--- config.mk ---
export PLATFORM = sky130hd
export DESIGN_NAME = fetch_controller_flat
export DESIGN_NICKNAME = d
export VERILOG_FILES = /design/src/rtl/fetch_pkg.sv /design/src/rtl/fetch_if.sv /design/src/rtl/fetch_queue.sv /design/src/rtl/fetch_controller.sv /design/src/flat_wrapper.sv
export SDC_FILE = /design/constraint.sdc
export NUM_CORES = 1
export LEC_CHECK = 0
export ABC_AREA = 1
export CAP_MARGIN = 25
export CORE_MARGIN = 2
export CORE_UTILIZATION = 50
export CTS_BUF_LIST = sky130_fd_sc_hd__clkbuf_16
export CTS_CLUSTER_SIZE = 40
export DETAILED_ROUTE_END_ITERATION = 7
export GPL_ROUTABILITY_DRIVEN = 0
export PLACE_DENSITY = 0.8
export SKIP_CTS_REPAIR_TIMING = 1
export SLEW_MARGIN = 20
export SYNTH_ARGS = -nofsm -noshare
export SYNTH_HDL_FRONTEND = slang
export SYNTH_SLANG_ARGS = --single-unit
--- constraint.sdc ---
create_clock -name Clock -period 5 [get_ports Clock]
set_clock_uncertainty 0.15 [all_clocks]
set_input_delay 0.75 -clock Clock [delete_from_list [all_inputs] [get_ports Clock]]
set_output_delay 0.75 -clock Clock [all_outputs]
set_load 0.05 [all_outputs]
--- src/rtl/fetch_pkg.sv ---
// Shared types and defaults for the instruction fetch controller.
package fetch_pkg;
  typedef enum logic [1:0] {
    RUN    = 2'd0,
    STALL  = 2'd1,
    HALTED = 2'd2
  } fetch_state_e;

  localparam int ADDR_W_DEF  = 16;
  localparam int INSTR_W_DEF = 16;
  localparam int QDEPTH_DEF  = 2;
  localparam logic [ADDR_W_DEF-1:0] RESET_PC_DEF = '0;

  // Event counters stick at all-ones instead of wrapping.
  function automatic logic [31:0] sat_inc(input logic [31:0] v);
    return (v == 32'hFFFF_FFFF) ? v : v + 32'd1;
  endfunction
endpackage

--- src/rtl/fetch_if.sv ---
// Fetch-to-decode handshake: {pc, instr} head with valid/ready.
interface fetch_if
  import fetch_pkg::*;
#(
  parameter int ADDR_W  = ADDR_W_DEF,
  parameter int INSTR_W = INSTR_W_DEF
) ();
  logic               OutValid;
  logic               OutReady;
  logic [INSTR_W-1:0] OutInstr;
  logic [ADDR_W-1:0]  OutPC;

  modport master (output OutValid, OutInstr, OutPC, input OutReady);
  modport slave  (input OutValid, OutInstr, OutPC, output OutReady);
endinterface

--- src/rtl/fetch_queue.sv ---
// Registered {pc, instr} FIFO with push/pop/flush; head reads zero when empty.
module fetch_queue
  import fetch_pkg::*;
#(
  parameter int ADDR_W  = ADDR_W_DEF,
  parameter int INSTR_W = INSTR_W_DEF,
  parameter int QDEPTH  = QDEPTH_DEF
) (
  input  logic                      Clock,
  input  logic                      Reset,
  input  logic                      push,
  input  logic                      pop,
  input  logic                      flush,
  input  logic [ADDR_W-1:0]         push_pc,
  input  logic [INSTR_W-1:0]        push_instr,
  output logic [$clog2(QDEPTH):0]   count,
  output logic [ADDR_W-1:0]         head_pc,
  output logic [INSTR_W-1:0]        head_instr
);
  localparam int PTR_W = $clog2(QDEPTH);
  localparam int CNT_W = PTR_W + 1;

  logic [QDEPTH-1:0][ADDR_W-1:0]  pc_mem;
  logic [QDEPTH-1:0][INSTR_W-1:0] instr_mem;
  logic [PTR_W-1:0]               rd_ptr, wr_ptr;
  logic                           do_pop;

  assign do_pop = pop && (count != '0);

  // Pointers wrap naturally since QDEPTH is a power of two.
  always_ff @(posedge Clock) begin
    if (Reset || flush) begin
      rd_ptr <= '0;
      wr_ptr <= '0;
      count  <= '0;
    end else begin
      if (push) begin
        pc_mem[wr_ptr]    <= push_pc;
        instr_mem[wr_ptr] <= push_instr;
        wr_ptr            <= wr_ptr + 1'b1;
      end
      if (do_pop) rd_ptr <= rd_ptr + 1'b1;
      count <= count + CNT_W'(push) - CNT_W'(do_pop);
    end
  end

  assign head_pc    = (count != '0) ? pc_mem[rd_ptr]    : '0;
  assign head_instr = (count != '0) ? instr_mem[rd_ptr] : '0;
endmodule

--- src/rtl/fetch_controller.sv ---
// Fetch PC owner, RUN/STALL/HALTED sequencer and branch redirect.
// Optional perf counters (FetchCount/StallCount) under `FETCH_PERF_EN.
module fetch_controller
  import fetch_pkg::*;
#(
  parameter int                ADDR_W   = ADDR_W_DEF,
  parameter int                INSTR_W  = INSTR_W_DEF,
  parameter logic [ADDR_W-1:0] RESET_PC = RESET_PC_DEF,
  parameter int                QDEPTH   = QDEPTH_DEF
) (
  input  logic               Clock,
  input  logic               Reset,
  fetch_if.master            dq,
  output logic [ADDR_W-1:0]  RomAddr,
  input  logic [INSTR_W-1:0] RomData,
  input  logic               BranchValid,
  input  logic [ADDR_W-1:0]  BranchTarget,
  input  logic               Halt,
  input  logic               Resume,
  output logic               Halted
`ifdef FETCH_PERF_EN
  ,
  output logic [31:0]        FetchCount,
  output logic [31:0]        StallCount
`endif
);
  localparam int CNT_W = $clog2(QDEPTH) + 1;

  fetch_state_e      state, state_nxt;
  logic [ADDR_W-1:0] fetch_pc, pc_nxt;
  logic [CNT_W-1:0]  count;
  logic              pop, push, space;

  assign pop   = dq.OutValid && dq.OutReady;
  assign space = (count < CNT_W'(QDEPTH)) || pop;

  always_ff @(posedge Clock) begin
    if (Reset) begin
      state    <= RUN;
      fetch_pc <= RESET_PC;
    end else begin
      state    <= state_nxt;
      fetch_pc <= pc_nxt;
    end
  end

  always_comb begin
    push      = 1'b0;
    pc_nxt    = fetch_pc;
    state_nxt = state;
    if (BranchValid) begin
      // Redirect wins over push/stall; halt bookkeeping still applies.
      pc_nxt = BranchTarget;
      if (state == HALTED) state_nxt = (Resume && !Halt) ? RUN : HALTED;
      else                 state_nxt = Halt ? HALTED : RUN;
    end else begin
      unique case (state)
        RUN, STALL: begin
          if (Halt) begin
            state_nxt = HALTED;
          end else if (space) begin
            push      = 1'b1;
            pc_nxt    = fetch_pc + 1'b1;
            state_nxt = RUN;
          end else begin
            state_nxt = STALL;
          end
        end
        HALTED:  if (Resume && !Halt) state_nxt = RUN;
        default: state_nxt = RUN;
      endcase
    end
  end

  fetch_queue #(.ADDR_W(ADDR_W), .INSTR_W(INSTR_W), .QDEPTH(QDEPTH)) u_queue (
    .Clock      (Clock),
    .Reset      (Reset),
    .push       (push),
    .pop        (pop),
    .flush      (BranchValid),
    .push_pc    (fetch_pc),
    .push_instr (RomData),
    .count      (count),
    .head_pc    (dq.OutPC),
    .head_instr (dq.OutInstr)
  );

  assign dq.OutValid = (count != '0);
  assign RomAddr     = fetch_pc;
  assign Halted      = (state == HALTED);

`ifdef FETCH_PERF_EN
  always_ff @(posedge Clock) begin
    if (Reset) begin
      FetchCount <= '0;
      StallCount <= '0;
    end else begin
      if (push)           FetchCount <= sat_inc(FetchCount);
      if (state == STALL) StallCount <= sat_inc(StallCount);
    end
  end
`endif
endmodule
--- src/flat_wrapper.sv ---
// flat-port wrapper written by rule: the top's interface ports become plain ports
module fetch_controller_flat import fetch_pkg::*;
#(
  parameter int                ADDR_W   = ADDR_W_DEF,
  parameter int                INSTR_W  = INSTR_W_DEF,
  parameter logic [ADDR_W-1:0] RESET_PC = RESET_PC_DEF,
  parameter int                QDEPTH   = QDEPTH_DEF
)
  (Clock, Reset, RomAddr, RomData, BranchValid, BranchTarget, Halt, Resume, Halted, dq_OutValid, dq_OutInstr, dq_OutPC, dq_OutReady);
  fetch_if #(.ADDR_W(ADDR_W), .INSTR_W(INSTR_W)) dq_i ();
  input  logic Clock;
  input  logic Reset;
  output logic [ADDR_W-1:0] RomAddr;
  input  logic [INSTR_W-1:0] RomData;
  input  logic BranchValid;
  input  logic [ADDR_W-1:0] BranchTarget;
  input  logic Halt;
  input  logic Resume;
  output logic Halted;
  output wire logic [$bits(dq_i.OutValid)-1:0] dq_OutValid;
  output wire logic [$bits(dq_i.OutInstr)-1:0] dq_OutInstr;
  output wire logic [$bits(dq_i.OutPC)-1:0] dq_OutPC;
  input wire logic [$bits(dq_i.OutReady)-1:0] dq_OutReady;
  assign dq_OutValid = dq_i.OutValid;
  assign dq_OutInstr = dq_i.OutInstr;
  assign dq_OutPC = dq_i.OutPC;
  assign dq_i.OutReady = dq_OutReady;
  fetch_controller #(.ADDR_W(ADDR_W), .INSTR_W(INSTR_W), .RESET_PC(RESET_PC), .QDEPTH(QDEPTH)) u_core (.Clock(Clock), .Reset(Reset), .dq(dq_i), .RomAddr(RomAddr), .RomData(RomData), .BranchValid(BranchValid), .BranchTarget(BranchTarget), .Halt(Halt), .Resume(Resume), .Halted(Halted));
endmodule
==> impl_metrics.tcl, run 1 <==
set metrics [dict create \
    rsz0062_at_grt "no" \
    clk_pin_slew_ns 0.06 \
    synthesis.area_mm2 0.00371 \
    tritoncts "yes" \
    reg2reg_depth 10 \
    yosysSeqAreaShare_pct 63.6 \
    grt-ovfl-total 0 \
    hold_depth 1 \
    crit_type "input pin to flop" \
    port_buffers 87 \
    endpoint_kind "flop" \
    first_global_vias 2822 \
    via_count 2955 \
    antenna_cells 0 \
    cts_root_buf "clkbuf_16" \
    timing.rr.end "u_core.u_queue.count[1]" \
    cp_max_fo 17 \
    clock_path_buffers 2 \
    p_int_mw 1.28 \
    fin_util_pct 69.3 \
    insertion_delay_ns 0.33 \
    startpoint "BranchValid" \
    worst_hold_path.endpoint "u_core.state[0]" \
    worstMarginPinSlew_ns 0.689 \
    fp.dieH_um 90.2 \
    antenna_found_initial 0 \
    syn_avg_cell_area_um2 9.74 \
    leakagePower_nw 1.85 \
    routed_via_density 5.17 \
    pre_cts_slack_ns 1.52 \
    fin_ws_ns 1.87 \
    power_density_mw_per_mm2 337 \
    start_kind "input pin" \
    tns_ns 0 \
    relSlewSlack_pct 53.9 \
    dr.pass1.iters 4 \
    start_util_pct 51.5 \
    wl_per_cell_um 14.5 \
    whs_ns 0.330 \
    synthCells 381 \
    numClockSinks 86 \
    hold_start "u_core.state[1]" \
    setup_viol 0 \
    grt_max_degree 35 \
    finalHoldViolCount 0 \
    yosysTopAreaCellShare_pct 51.8 \
    ys_types 28 \
    reg2reg_from "u_core.state[1]" \
    switching_share_pct 24.1 \
    p_switching_uw 407 \
    ff2ff_setup_slack_ns 2.66 \
    grt_pass1_wl_um 13300 \
    drt-total-wl_um 8320 \
    hold_class "flop to flop" \
    nets 509 \
    numCtsBuffers 9 \
    area_growth_pct 34.6 \
    boundaryPins 88 \
    drive_gt1_share_pct 6.77 \
    yosys.area.top_type "edfxtp_1" \
    hpwl_um 5380 \
    ir_drop_mv 0.226 \
    die_area_mm2 0.00813 \
    die_w_um 90.2 \
    slew_viol_final 0 \
    min_period_ns 3.13 \
    synth_fp_nets 422 \
    drc 0 \
    first_iter_violations 253 \
    status "completed" \
    p_clk_share_pct 39.4 \
    fillers 545 \
    required_ns 5.11 \
    ff_latch_area_mm2 0.00236 \
    multi_input_area_mm2 0.00118 \
    core_mm2 0.00721 \
    cap_violations 0 \
    synth_seq_cells 86 \
    synth.area.top_cells "edfxtp_1, nand2_1, dfxtp_1, a21oi_1, inv_1" \
    track_usage_pct 20.8 \
    sequentialPowerShare_pct 48.1 \
    crit_arrival_ns 3.24 \
    final_antenna_net_count 0 \
    rows 31 \
    cts-htree-levels 3 \
    finalCritPeriodShare_pct 62.5 \
    combPwrFrac_pct 12.5 \
    yosysWarnings 0 \
    fmax_mhz 320 \
]
area by class of cell:
class,count,share of cell area (%)
clock buffer,10,5.01
clock inverter,6,1.08
inverter,31,2.33
multi-input combinational,248,23.5
sequential,86,47.3
tap,99,2.48
timing repair buffer,92,18.3
worst max-delay path by stage:
stage,end,cells after the start
2_1_floorplan,u_core.u_queue.instr_mem[0],4
3_3_place_gp,u_core.u_queue.count[1],9
3_5_place_dp,u_core.u_queue.count[1],9
4_1_cts,dq_OutPC[7],4
5_1_grt,u_core.u_queue.count[1],9
6_report,u_core.u_queue.count[1],9
metrics by stage:
stage | power, mW | cell area, µm² | instances
floorplan | 0.946 | 3710 | 381
global placement | 1.03 | 4680 | 555
detailed placement | 1.03 | 4680 | 555
CTS | 1.69 | 4980 | 571
global route | 1.74 | 5000 | 572
finish | 1.68 | 5000 | 572
logic make-up after synthesis:
logic type / share of synthesized area [%]
xor+xnor: 1.42
fa+ha+maj: 1.01
flops: 63.6
compound gates: 8.83
simple gates: 20.1
buf+inv: 5.02
per-layer routing:
layer  global-route usage (%)  part of all wire (%)  vias to the layer above
met4                     8.33                   1.3                        0
met1                     28.2                    43                     1355
met3                     5.20                   8.3                       14
li1                         -                     -                     1450
met2                     32.3                    47                      136
met5                        0                     0                        -
power by group through the flow:
| stage | sequential, mW | combinational [mW] | clock, mW |
|---|---|---|---|
| global route | 0.813 | 0.224 | 0.700 |
| floorplan | 0.848 | 0.0981 | 0 |
| CTS | 0.809 | 0.212 | 0.672 |
| finish | 0.810 | 0.211 | 0.663 |
| detailed placement | 0.824 | 0.210 | 0 |
| global placement | 0.823 | 0.207 | 0 |
critical path: stages:
cell             delay [ns]
clkdlybuf4s50_1        0.77
nor2_2                 0.58
inv_1                  0.09
ha_1                   0.29
inv_1                  0.04
ha_1                   0.19
xnor2_1                0.13
or2_2                  0.27
a21oi_1                0.12
sequential cells by signal (all words and copies together) (netlist names):
name                      cells
u_core.u_queue.rd_ptr         1
u_core.u_queue.instr_mem     32
u_core.state                  2
u_core.u_queue.count          2
u_core.u_queue.pc_mem        32
u_core.u_queue.wr_ptr         1
u_core.RomAddr               16
Yosys cell counts:
cell type  instances
inv_2              2
nor3_1             3
nand2_2            1
o21bai_1           1
nor4_1             1
a31oi_1            6
buf_4              1
nand3_1           18
nand4_1            2
clkbuf_1          10
buf_2              5
nand3_2            1
a21oi_1           45
nor3_4             1
a211oi_1           1
xor2_1             2
nor2_4             2
nor2_2             2
o21ai_0           10
nand2_4            1
or2_2              1
xnor2_1            4
nand2_1          120
nor2_1            23
ha_1               3
edfxtp_1          64
inv_1             29
dfxtp_1           22
cells in the final DEF (no fill, tap or decap), drive strengths merged, types with 3 or more instances in the layout:
cell	Yosys	final
buf	6	5
dfxtp	22	22
xnor2	4	4
clkbuf	10	10
nor3	4	4
inv	31	34
ha	3	3
a21oi	45	45
nand3	19	19
o21ai	10	10
edfxtp	64	64
nand2	122	122
clkdlybuf4s50	0	87
a31oi	6	6
nor2	27	27
No activity file was read; power rests on OpenSTA's default activity.
==> run 2, diff against run 1 <==
--- a/config.mk
+++ b/config.mk
@@ -8,12 +8,12 @@
 export ABC_AREA = 1
 export CAP_MARGIN = 25
 export CORE_MARGIN = 2
-export CORE_UTILIZATION = 50
+export CORE_UTILIZATION = 45
 export CTS_BUF_LIST = sky130_fd_sc_hd__clkbuf_16
 export CTS_CLUSTER_SIZE = 40
 export DETAILED_ROUTE_END_ITERATION = 7
 export GPL_ROUTABILITY_DRIVEN = 0
-export PLACE_DENSITY = 0.8
+export PLACE_DENSITY = 0.76
 export SKIP_CTS_REPAIR_TIMING = 1
 export SLEW_MARGIN = 20
 export SYNTH_ARGS = -nofsm -noshare
==> constraint.sdc (replaced) <==
create_clock -name Clock -period 2.86 [get_ports Clock]
set_clock_uncertainty 0.15 [all_clocks]
set_input_delay 0.429 -clock Clock [delete_from_list [all_inputs] [get_ports Clock]]
set_output_delay 0.429 -clock Clock [all_outputs]
set_load 0.05 [all_outputs]
==> run 2 against run 1 <==
- first-iteration DRC count shrank 47%
- via count rose by 0.24%
- largest power group unchanged
- sequential share of layout area grew 0.41 points
- final area decreased by 0.85%
- cell count up 1.7%
- core utilization is 8.0 points lower
- hold slack improved by 0.011 ns
- die area is 11% higher
- count of clock-buffer cells in the layout shrank 1
- critical path depth shrank 8
- register-to-register slack got worse by 1.8 ns
- global-route usage fell by 1.6 points
==> impl_metrics.tcl, run 2 (synthesis gave the netlist of run 1 again) <==
set metrics [dict create \
    tns_ns 0 \
    slew_viol_final 0 \
    crit_type "flop to output port" \
    final_common_cell "nand2_1" \
    finalCritPeriodShare_pct 81.8 \
    port_buffers 87 \
    fin_util_pct 61.2 \
    cp.depth 1 \
    min_period_ns 2.34 \
    drc 0 \
    tritoncts "yes" \
    finalHoldViolCount 0 \
    worstPathBufferInverterCount 1 \
    nets 513 \
    numCtsBuffers 9 \
    clock_path_buffers 2 \
    boundaryPins 88 \
    grt_pass1_wl_um 13000 \
    wl_per_cell_um 14.4 \
    startpoint "u_core.RomAddr[8]" \
    hpwl_um 5680 \
    final_cell_mix "nand2_1, edfxtp_1, clkdlybuf4s50_1, a21oi_1, buf_4" \
    cp_slowest_stage_delay_ns 0.88 \
    fin_area_mm2 0.00496 \
    dr.pass1.iters 4 \
    final_antenna_net_count 0 \
    start_kind "flop" \
    start_util_pct 45.9 \
    path_cells "clkdlybuf4s50_1" \
    setup_viol 0 \
    hold_start "u_core.state[1]" \
    cts-htree-levels 3 \
    area_growth_pct 33.5 \
    reg2reg_from "u_core.state[1]" \
    via_count 2962 \
    insertion_delay_ns 0.33 \
    track_usage_pct 19.2 \
    place_area_mm2 0.00466 \
    crit_family "buffers and inverters" \
    rows 33 \
    first_global_vias 2770 \
    die_area_mm2 0.00899 \
    endpoint_kind "output port" \
    grt_max_degree 35 \
    drt-total-wl_um 8380 \
    numClockSinks 86 \
    leakagePower_nw 1.92 \
    drive_gt1_share_pct 14.7 \
    rsz0062_at_grt "no" \
    core_mm2 0.00809 \
    fmax_mhz 428 \
    fp.dieH_um 94.8 \
    status "completed" \
    first_iter_violations 133 \
    crit_arrival_ns 1.76 \
    relSlewSlack_pct 64.4 \
    worstMarginPinSlew_ns 0.532 \
    cp_max_fo 7 \
    die_w_um 94.8 \
    antenna_cells 0 \
    grt-ovfl-total 0 \
    hold_class "flop to flop" \
    cts_root_buf "clkbuf_16" \
    reg2reg_depth 10 \
    power_density_mw_per_mm2 592 \
    clk_pin_slew_ns 0.06 \
    antenna_found_initial 0 \
    fin_ws_ns 0.522 \
    cap_violations 0 \
    routed_via_density 5.09 \
    hold_depth 1 \
    pre_cts_slack_ns 0.293 \
    cp_slowest_cell "clkdlybuf4s50_1" \
    ir_drop_mv 0.338 \
    required_ns 2.28 \
]
[run 2: cell count changes in the layout (fill, tap and decap cells not counted), moves of 2 or more]
cell,before,now
buf_4,4,40
clkdlybuf4s50_1,87,55
clkinvlp_4,1,3
inv_1,32,30
inv_6,0,2
[run 2: worst reg2reg max path: cells and delay by family (launching register included)]
family	cells	cell delay, ns
and+or+nand+nor	4	0.64
AOI/OAI and AO/OA	1	0.14
xor gates and xnor gates	1	0.14
adders and majority gates	2	0.47
DFF	1	0.33
buffers and inverters	2	0.09
[run 2: cell type report]
cell class              instances  area (µm²)
clock buffers                   9         225
clock inverters                 7        73.8
fillers                       682        3140
inverters                      31         116
multi-input cells             248        1180
flip-flops and latches         86        2360
well taps                     105         131
repair buffers                 96         871
[run 2: metal layers]
metal / part of all wire, % / vias to the layer above / global-route usage, %
met3: 7.7 / 12 / 4.07
met1: 41 / 1380 / 24.2
met2: 50 / 114 / 32.4
met4: 1.6 / 0 / 7.13
met5: 0 / - / 0
li1: - / 1456 / -
[run 2: stage by stage]
| stage | total power, mW | hold slack, ns | instances |
|---|---|---|---|
| 2_1_floorplan | 1.65 | 0.292 | 381 |
| 3_3_place_gp | 1.80 | 0.314 | 566 |
| 3_5_place_dp | 1.81 | 0.333 | 566 |
| 4_1_cts | 2.95 | 0.344 | 582 |
| 5_1_grt | 3.03 | 0.376 | 582 |
| 6_report | 2.93 | 0.340 | 582 |
[run 2: worst paths after layout]
check                       endpoint  slack (ns)
max                       RomAddr[8]        0.52
min                  u_core.state[0]        0.34
max reg2reg  u_core.u_queue.count[1]        0.83
min reg2reg          u_core.state[0]        0.34
[run 2: report_power, final]
group,internal [mW],total [mW],leakage (nW),switching [mW]
sequential,1.38,1.41,0.762,0.0373
clock,0.679,1.15,0.140,0.467
combinational,0.136,0.372,1.01,0.236
==> run 3, diff against run 2 <==
--- a/config.mk
+++ b/config.mk
@@ -8,12 +8,12 @@
 export ABC_AREA = 1
 export CAP_MARGIN = 25
 export CORE_MARGIN = 2
-export CORE_UTILIZATION = 45
+export CORE_UTILIZATION = 50
 export CTS_BUF_LIST = sky130_fd_sc_hd__clkbuf_16
 export CTS_CLUSTER_SIZE = 40
 export DETAILED_ROUTE_END_ITERATION = 7
 export GPL_ROUTABILITY_DRIVEN = 0
-export PLACE_DENSITY = 0.76
+export PLACE_DENSITY = 0.8
 export SKIP_CTS_REPAIR_TIMING = 1
 export SLEW_MARGIN = 20
 export SYNTH_ARGS = -nofsm -noshare
==> constraint.sdc (replaced) <==
create_clock -name Clock -period 2.3 [get_ports Clock]
set_clock_uncertainty 0.15 [all_clocks]
set_input_delay 0.345 -clock Clock [delete_from_list [all_inputs] [get_ports Clock]]
set_output_delay 0.345 -clock Clock [all_outputs]
set_load 0.05 [all_outputs]
==> run 3 against run 2 <==
- die area fell by 9.6%
- power up 28%
- critical path depth increased by 2
- core utilization is 8.9 points higher
- routed wire length shrank 0.78%
- hold slack worse by 0.0028 ns
- final area grew 2.1%
- first-iteration DRC count grew 24%
- via count barely moved
- combinational power increased by 29%
- critical path type unchanged
- critical endpoint is now Halted
- largest cell class unchanged
- largest power group unchanged
==> impl_metrics.tcl, run 3 (synthesis gave the netlist of run 1 again) <==
set metrics [dict create \
    numCtsBuffers 9 \
    p_switching_uw 904 \
    die_area_mm2 0.00813 \
    hpwl_um 5590 \
    drc 0 \
    slew_viol_final 0 \
    grt-ovfl-total 0 \
    sequentialPowerShare_pct 46.8 \
    fin_util_pct 70.1 \
    crit_arrival_ns 1.71 \
    required_ns 1.80 \
    dr.pass1.iters 4 \
    top_usage_layer "met2" \
    fmax_mhz 453 \
    wl_per_cell_um 14.2 \
    cap_violations 0 \
    ff2ff_setup_slack_ns 0.35 \
    p_int_mw 2.84 \
    die_w_um 90.2 \
    finalCritPeriodShare_pct 95.9 \
    finalHoldViolCount 0 \
    tritoncts "yes" \
    rsz0062_at_grt "no" \
    reg2reg_from "u_core.state[1]" \
    nets 524 \
    cp_max_fo 3 \
    final_antenna_net_count 0 \
    cp_slowest_cell "clkdlybuf4s50_1" \
    crit_family "buffers and inverters" \
    relSlewSlack_pct 66.0 \
    clock_path_buffers 2 \
    worstMarginPinSlew_ns 0.508 \
    clk_pin_slew_ns 0.06 \
    antenna_found_initial 0 \
    fp.dieH_um 90.2 \
    grt_max_degree 34 \
    hold_depth 1 \
    p_total_mw 3.74 \
    hold_class "flop to flop" \
    timing.rr.end "u_core.u_queue.count[1]" \
    tns_ns 0 \
    crit_type "flop to output port" \
    insertion_delay_ns 0.33 \
    hold_start "u_core.state[1]" \
    whs_ns 0.338 \
    combPwrFrac_pct 12.9 \
    area_growth_pct 36.3 \
    worstPathBufferInverterCount 2 \
    worst_hold_path.endpoint "u_core.state[0]" \
    endpoint_kind "output port" \
    drive_gt1_share_pct 16.6 \
    antenna_cells 0 \
    path_cells "inv_1 -> nor2_1 -> clkdlybuf4s50_1" \
    start_kind "flop" \
    min_period_ns 2.21 \
    cts_root_buf "clkbuf_16" \
    final_common_cell "nand2_1" \
    boundaryPins 88 \
    power_density_mw_per_mm2 739 \
    grt_use_met1_pct 27.6 \
    first_iter_violations 165 \
    port_buffers 87 \
    start_util_pct 51.5 \
    ir_drop_mv 0.430 \
    reg2reg_depth 10 \
    grt_use_met3_pct 4.69 \
    core_mm2 0.00721 \
    p_clk_share_pct 40.3 \
    routed_via_density 5.05 \
    via_count 2964 \
    numClockSinks 86 \
    track_usage_pct 21.4 \
    status "completed" \
    leakagePower_nw 1.99 \
    cp_slowest_stage_delay_ns 0.83 \
    met2_usage_pct 35.7 \
    drt-total-wl_um 8320 \
    switching_share_pct 24.2 \
    grt_pass1_wl_um 13700 \
    setup_viol 0 \
    final_cell_mix "nand2_1, edfxtp_1, clkdlybuf4s50_1, buf_4, a21oi_1" \
    rows 31 \
    cts-htree-levels 3 \
    first_global_vias 2943 \
]
## run 3: metrics by stage
stage	setup slack [ns]	cells	cell area, µm²
2_1_floorplan	-0.315	381	3720
3_3_place_gp	-0.0318	571	4740
3_5_place_dp	-0.0966	571	4740
4_1_cts	0.0797	587	5060
5_1_grt	0.0268	587	5060
6_report	0.0948	587	5060
## run 3: how the worst max path moves through the flow
| stage | from | cells past startpoint | to | slack (ns) |
|---|---|---|---|---|
| final | u_core.state[1] | 3 | Halted | 0.09 |
| after global placement | dq_OutReady | 12 | u_core.u_queue.count[1] | -0.03 |
| after CTS | u_core.state[1] | 3 | Halted | 0.08 |
| after floorplan | BranchValid | 4 | u_core.u_queue.instr_mem[0] | -0.32 |
| after detailed placement | dq_OutReady | 12 | u_core.u_queue.count[1] | -0.1 |
| after global routing | u_core.u_queue.rd_ptr | 4 | dq_OutPC[12] | 0.03 |
## run 3: cell type report
type                            count  area [µm²]
Clock buffer                        9         225
Clock inverter                      7        91.3
Fill cell                         530        2160
Inverter                           31         116
Multi-Input combinational cell    248        1190
Sequential cell                    86        2360
Tap cell                           99         124
Timing Repair Buffer              107         951
## run 3: layer usage
layer / vias up / share of wire, %
met5: - / 0
met4: 0 / 1.6
met3: 11 / 6.5
met2: 119 / 50
met1: 1349 / 42
li1: 1485 / -
## run 3: worst register-to-register path, delay by kind of cell (launching register included)
family                     cells  cell delay [ns]
DFF                            1             0.33
AOI/OAI and AO/OA              1             0.13
buffers and inverters          2             0.10
xor gates and xnor gates       1             0.14
adders and majority gates      2             0.46
and+or+nand+nor                4             0.57
## run 3: power by group through the flow
stage                     logic (mW)  clock network (mW)  registers (mW)
final                          0.481                1.51            1.75
after global routing           0.515                1.60            1.76
after CTS                      0.484                1.53            1.75
after detailed placement       0.480                   0            1.78
after global placement         0.471                   0            1.78
after floorplan                0.214                   0            1.84
